[src/rtl/card_dealer.sv]
// rtl/card_dealer.sv - Hold'em hand sequencer between game control and card deck; DEALER_BURN_EN adds burn cycles
package card_dealer_pkg;
    typedef logic [5:0] card_t;
endpackage

module card_dealer
    import card_dealer_pkg::*;
#(
    parameter int NUM_PLAYERS = 4
) (
    input  logic       i_clk,
    input  logic       i_reset,
    input  logic       i_new_hand,
    input  logic       i_deal_next,
    input  logic       i_deck_ready,
    input  card_t      i_top_card,
    output logic       o_start_shuffle,
    output logic       o_draw_card,
    output logic       o_card_valid,
    output card_t      o_card_out,
    output logic [3:0] o_card_dest,
    output logic [2:0] o_card_slot,
    output logic [2:0] o_street,
    output logic [5:0] o_cards_used,
    output logic       o_busy,
`ifdef DEALER_BURN_EN
    output logic       o_burn_pulse,
`endif
    output logic       o_hand_done
);

    typedef enum logic [3:0] {
        S_IDLE, S_SHUF_REQ, S_SHUF_WAIT, S_HOLE, S_WAIT_FLOP, S_FLOP,
        S_WAIT_TURN, S_TURN, S_WAIT_RIVER, S_RIVER, S_DONE
    } state_t;

`ifdef DEALER_BURN_EN
    localparam logic L_BURN = 1'b1;
`else
    localparam logic L_BURN = 1'b0;
`endif
    localparam logic [3:0] L_NP        = 4'(NUM_PLAYERS);
    localparam logic [3:0] L_HOLE_LAST = 4'(2 * NUM_PLAYERS - 1);
    localparam logic [3:0] L_BURN4     = {3'b000, L_BURN};
    localparam logic [2:0] L_BURN3     = {2'b00, L_BURN};
    localparam logic [3:0] L_FLOP_LAST = 4'd2 + L_BURN4;

    state_t      r_state;
    state_t      w_next;
    logic [3:0]  r_idx;
    logic        r_first;
    logic [5:0]  r_cards_used;
    logic [2:0]  r_street;
    logic        w_draw;
    logic        w_burn;
    logic        w_valid;
    logic        w_seg_end;
    logic [3:0]  w_dest;
    logic [2:0]  w_slot;

    // r_idx is the draw position inside the current dealing state, burn included
    always_comb begin
        w_next    = r_state;
        w_draw    = 1'b0;
        w_burn    = 1'b0;
        w_seg_end = 1'b0;
        w_dest    = 4'd0;
        w_slot    = 3'd0;
        case (r_state)
            S_IDLE:       if (i_new_hand) w_next = S_SHUF_REQ;
            S_SHUF_REQ:   w_next = S_SHUF_WAIT;
            S_SHUF_WAIT:  if (!r_first && i_deck_ready) w_next = S_HOLE;
            S_HOLE: begin
                w_draw    = i_deck_ready;
                w_dest    = (r_idx >= L_NP) ? r_idx - L_NP : r_idx;
                w_slot    = (r_idx >= L_NP) ? 3'd1 : 3'd0;
                w_seg_end = (r_idx == L_HOLE_LAST);
                if (w_draw && w_seg_end) w_next = S_WAIT_FLOP;
            end
            S_WAIT_FLOP:  if (i_deal_next) w_next = S_FLOP;
            S_FLOP: begin
                w_draw    = i_deck_ready;
                w_burn    = L_BURN && (r_idx == 4'd0);
                w_dest    = 4'hF;
                w_slot    = r_idx[2:0] - L_BURN3;
                w_seg_end = (r_idx == L_FLOP_LAST);
                if (w_draw && w_seg_end) w_next = S_WAIT_TURN;
            end
            S_WAIT_TURN:  if (i_deal_next) w_next = S_TURN;
            S_TURN: begin
                w_draw    = i_deck_ready;
                w_burn    = L_BURN && (r_idx == 4'd0);
                w_dest    = 4'hF;
                w_slot    = 3'd3;
                w_seg_end = (r_idx == L_BURN4);
                if (w_draw && w_seg_end) w_next = S_WAIT_RIVER;
            end
            S_WAIT_RIVER: if (i_deal_next) w_next = S_RIVER;
            S_RIVER: begin
                w_draw    = i_deck_ready;
                w_burn    = L_BURN && (r_idx == 4'd0);
                w_dest    = 4'hF;
                w_slot    = 3'd4;
                w_seg_end = (r_idx == L_BURN4);
                if (w_draw && w_seg_end) w_next = S_DONE;
            end
            default: w_next = r_state;
        endcase
        // A new hand preempts everything, including a draw already on the deck's top
        if (i_new_hand) begin
            w_next = S_SHUF_REQ;
            w_draw = 1'b0;
        end
    end

    assign w_valid = w_draw && !w_burn;

    always_ff @(posedge i_clk or negedge i_reset) begin
        if (!i_reset) begin
            r_state      <= S_IDLE;
            r_idx        <= 4'd0;
            r_first      <= 1'b0;
            r_cards_used <= 6'd0;
            r_street     <= 3'd0;
        end else begin
            r_state <= w_next;
            r_first <= (r_state == S_SHUF_REQ);
            if (w_next != r_state) begin
                r_idx <= 4'd0;
            end else if (w_draw) begin
                r_idx <= r_idx + 4'd1;
            end
            if (i_new_hand || r_state == S_SHUF_REQ) begin
                r_cards_used <= 6'd0;
                r_street     <= 3'd0;
            end else if (w_draw) begin
                if (r_cards_used != 6'd52) r_cards_used <= r_cards_used + 6'd1;
                if (w_seg_end) r_street <= r_street + 3'd1;
            end
        end
    end

    assign o_start_shuffle = (r_state == S_SHUF_REQ);
    assign o_draw_card     = w_draw;
    assign o_card_valid    = w_valid;
    assign o_card_out      = w_valid ? i_top_card : '0;
    assign o_card_dest     = w_valid ? w_dest : 4'd0;
    assign o_card_slot     = w_valid ? w_slot : 3'd0;
    assign o_street        = r_street;
    assign o_cards_used    = r_cards_used;
    assign o_busy          = (r_state == S_SHUF_REQ) || (r_state == S_SHUF_WAIT) ||
                             (r_state == S_HOLE) || (r_state == S_FLOP) ||
                             (r_state == S_TURN) || (r_state == S_RIVER);
    assign o_hand_done     = (r_state == S_DONE);
`ifdef DEALER_BURN_EN
    assign o_burn_pulse    = w_draw && w_burn;
`endif

endmodule

[config.mk]
export PLATFORM = sky130hd
export DESIGN_NAME = card_dealer
export DESIGN_NICKNAME = d
export VERILOG_FILES = /design/src/rtl/card_dealer.sv
export SDC_FILE = /design/constraint.sdc
export NUM_CORES = 1
export LEC_CHECK = 0
export CORE_MARGIN = 2
export CORE_UTILIZATION = 52
export CTS_CLUSTER_DIAMETER = 80
export DETAILED_ROUTE_END_ITERATION = 8
export PLACE_DENSITY = 0.86
export SLEW_MARGIN = 20
export SYNTH_ARGS = -nofsm -noshare
export SYNTH_HDL_FRONTEND = slang
export SYNTH_SLANG_ARGS = --single-unit
[constraint.sdc]
create_clock -name i_clk -period 3.4 [get_ports i_clk]
set_clock_uncertainty 0.15 [all_clocks]
set_input_delay 0.34 -clock i_clk [delete_from_list [all_inputs] [get_ports i_clk]]
set_output_delay 0.34 -clock i_clk [all_outputs]
set_load 0.005 [all_outputs]
==> flow_metrics.py <==
metrics = {
    "status": {
        "status": "completed",
    },
    "power_and_ir_drop": {
        "p_sw_share_pct": 28.4,
        "p_int_w": 0.000298,
        "p_per_area_nw_per_um2": 234,
        "p_sw_w": 0.000118,
        "combPwrFrac_pct": 19.6,
        "vdd_drop_max_mv": 0.258,
        "power_w": 0.000416,
        "power_frac_clock_pct": 25.8,
        "leakagePower_nw": 0.694,
        "seqPwrFrac_pct": 54.7,
    },
    "final_layout": {
        "layout_common_cells": "clkdlybuf4s50_1, nand2_1, dfrtp_1",
        "antenna_cells": 0,
        "utilization_pct": 71.0,
        "nNetsFinal": 220,
        "area_delta_synth_final_pct": 28.6,
        "final_area_sq_um": 1780,
        "final_common_cell": "clkdlybuf4s50_1",
        "layout-drive-gt1-share_pct": 6.97,
    },
    "clock_tree": {
        "h-tree-depth": 1,
        "cts.path.max_buffers": 2,
        "cts-root-buf": "clkbuf_4",
        "numCtsBuffers": 3,
        "clk_pin_slew_ns": 0.10,
        "cts.sinks": 18,
        "ctsResizeCount": 0,
        "worstSkewPairLatency_ns": 0.30,
        "holdBufCountCts": 0,
        "cts_tree": "built",
        "post_cts_buffers": 0,
    },
    "routing": {
        "antenna_left": 0,
        "drtIter0Drc": 78,
        "dr_total_vias": 1377,
        "avgRoutedWirePerCell_microns": 15.1,
        "avgViaCountPerCell": 5.96,
        "wl_met3_microns": 340,
        "top_layer": "met4",
        "met2WireLength_microns": 1650,
        "drc_errors": 0,
        "drtPass1Iterations": 5,
        "met1Wirelength_microns": 1410,
        "wirelength_microns": 3480,
    },
    "critical_path": {
        "crit_fanout": 17,
        "startpoint_type": "flip-flop",
        "crit_type": "flip-flop to output port",
        "end_kind": "output port",
        "crit_arrival_ns": 2.73,
        "r2r.worst_path.cells": 6,
        "required_ns": 2.91,
    },
    "synthesis": {
        "synth.avg_cell_area_sq_um": 8.12,
        "synth_cell_types": 48,
        "ys_seq_area_share_pct": 32.6,
        "ys.flop_type": "dfrtp_1",
        "async_flop_share_pct": 100,
        "syn_area_sq_um": 1380,
        "ys_ff_latch": 18,
        "syn-num-nets": 187,
        "synth_edf_count": 0,
        "syn_inst": 170,
        "yosysWarningCount": 0,
    },
    "sta": {
        "tns_ns": 0,
        "post-route-min-period_ns": 3.22,
        "setup_viol": 0,
        "grt_setup_unrepaired": "no",
        "tightestPinTransition_ns": 0.815,
        "fmax_mhz": 311,
        "slew_viol_final": 0,
        "max-slew-margin-rel_pct": 45.5,
        "whs_ns": 0.351,
        "hold_violations": 0,
        "fin_crit_sh_pct": 94.6,
    },
    "die": {
        "rows": 18,
        "die_h_microns": 55.5,
        "ioPinCount": 38,
        "die_area_sq_um": 3080,
        "core-area_sq_um": 2500,
        "start_util_pct": 55.2,
        "die_x_microns": 55.5,
    },
    "grt": {
        "gr-total-overflow": 0,
        "grt_max_degree": 19,
        "grt_usage_pct": 23.6,
        "grt_pass1_vias": 1302,
        "grt_pass1_wl_microns": 5820,
        "antenna_found_initial": 0,
    },
    "worst_hold_path": {
        "hold_class": "input port to async pin",
    },
    "placed_design": {
        "gp_congestion": 0.981,
        "dpl_cell_area_sq_um": 1750,
        "port_buffers": 37,
        "place_hpwl_microns": 2570,
    },
    "job": {
        "maxCapViolations": 0,
    },
}
[cells in the mapped netlist, drive strengths merged, types with 3 or more instances]
library cell / n / area, sq um
nand2b: 7 / 43.8
nand4: 3 / 18.8
nand2: 18 / 67.6
buf: 7 / 42.5
nor2: 15 / 56.3
nor3: 5 / 41.3
nor2b: 3 / 18.8
nor4: 4 / 25.0
clkbuf: 5 / 18.8
and2: 9 / 56.3
a21oi: 11 / 55.1
xnor2: 3 / 26.3
inv: 10 / 37.5
nand3: 4 / 20.0
a211oi: 3 / 27.5
xor2: 5 / 43.8
ha: 6 / 75.1
o21ai: 8 / 40.0
dfrtp: 18 / 450
[path summary, 6_finish.rpt]
| path | endpoint | start | slack, ns |
|---|---|---|---|
| min | r_state[0]$_DFF_PN0_ | i_reset | 0.35 |
| min in group i_clk | o_street[2]$_DFFE_PN0P_ | o_street[2]$_DFFE_PN0P_ | 0.42 |
| max reg2reg | r_idx[0]$_DFFE_PN0P_ | r_state[3]$_DFF_PN0_ | 0.99 |
| max in group asynchronous | o_cards_used[4]$_DFFE_PN0P_ | i_reset | 2.24 |
| max | o_card_out[2] | r_state[1]$_DFF_PN0_ | 0.18 |
| min reg2reg | o_street[2]$_DFFE_PN0P_ | o_street[2]$_DFFE_PN0P_ | 0.42 |
[metal layers]
| metal | vias up | GRT usage, % |
|---|---|---|
| li1 | 655 | - |
| met4 | 0 | 10.1 |
| met1 | 620 | 29.1 |
| met2 | 88 | 38.1 |
| met3 | 14 | 7.26 |
| met5 | - | 0 |
[worst max-delay path: stages (launching register included)]
cell             delay, ns
dfrtp_1               0.57
o21a_1                0.32
nor3_4                0.35
nand2b_1              0.26
clkinvlp_4            0.24
and2_1                0.16
clkdlybuf4s50_1       0.52
[flip-flops by register name, indices dropped and copies added (netlist names)]
signal	flops
o_street	3
r_state	4
o_cards_used	6
r_first	1
r_idx	4
[cells by family (layout without fill, tap and decap cells)]
group	count (synthesis)	in the layout	share of synthesized area [%]
XOR/XNOR	8	8	5.08
AO/OA/AOI/OAI	37	37	18.0
AND/OR/NAND/NOR	78	78	30.9
multiplexers	1	1	0.725
buffers and inverters	22	53	7.16
adder cells (fa/ha/maj)	6	6	5.44
flip-flops	18	18	32.6
[area by class of cell]
cell class                      count  area [sq um]
Sequential cell                    18           450
Clock buffer                        3          22.5
Tap cell                           30          37.5
Fill cell                         179           724
Inverter                           10          41.3
Timing Repair Buffer               40           393
Multi-Input combinational cell    130           831
[per-stage QoR]
stage / instances / setup slack (ns)
floorplan: 170 / 1.31
global placement: 228 / 0.380
detailed placement: 228 / 0.224
CTS: 231 / 0.114
global route: 231 / 0.0299
finish: 231 / 0.183
[power by group through the flow]
stage	Combinational [W]	Clock [W]	Sequential [W]
after floorplan	0.0000509	0	0.000226
after global placement	0.0000781	0	0.000231
after detailed placement	0.0000801	0	0.000231
after CTS	0.0000805	0.000112	0.000227
after global routing	0.0000893	0.000121	0.000229
final	0.0000813	0.000107	0.000227
(Power assumes the default switching activity.)
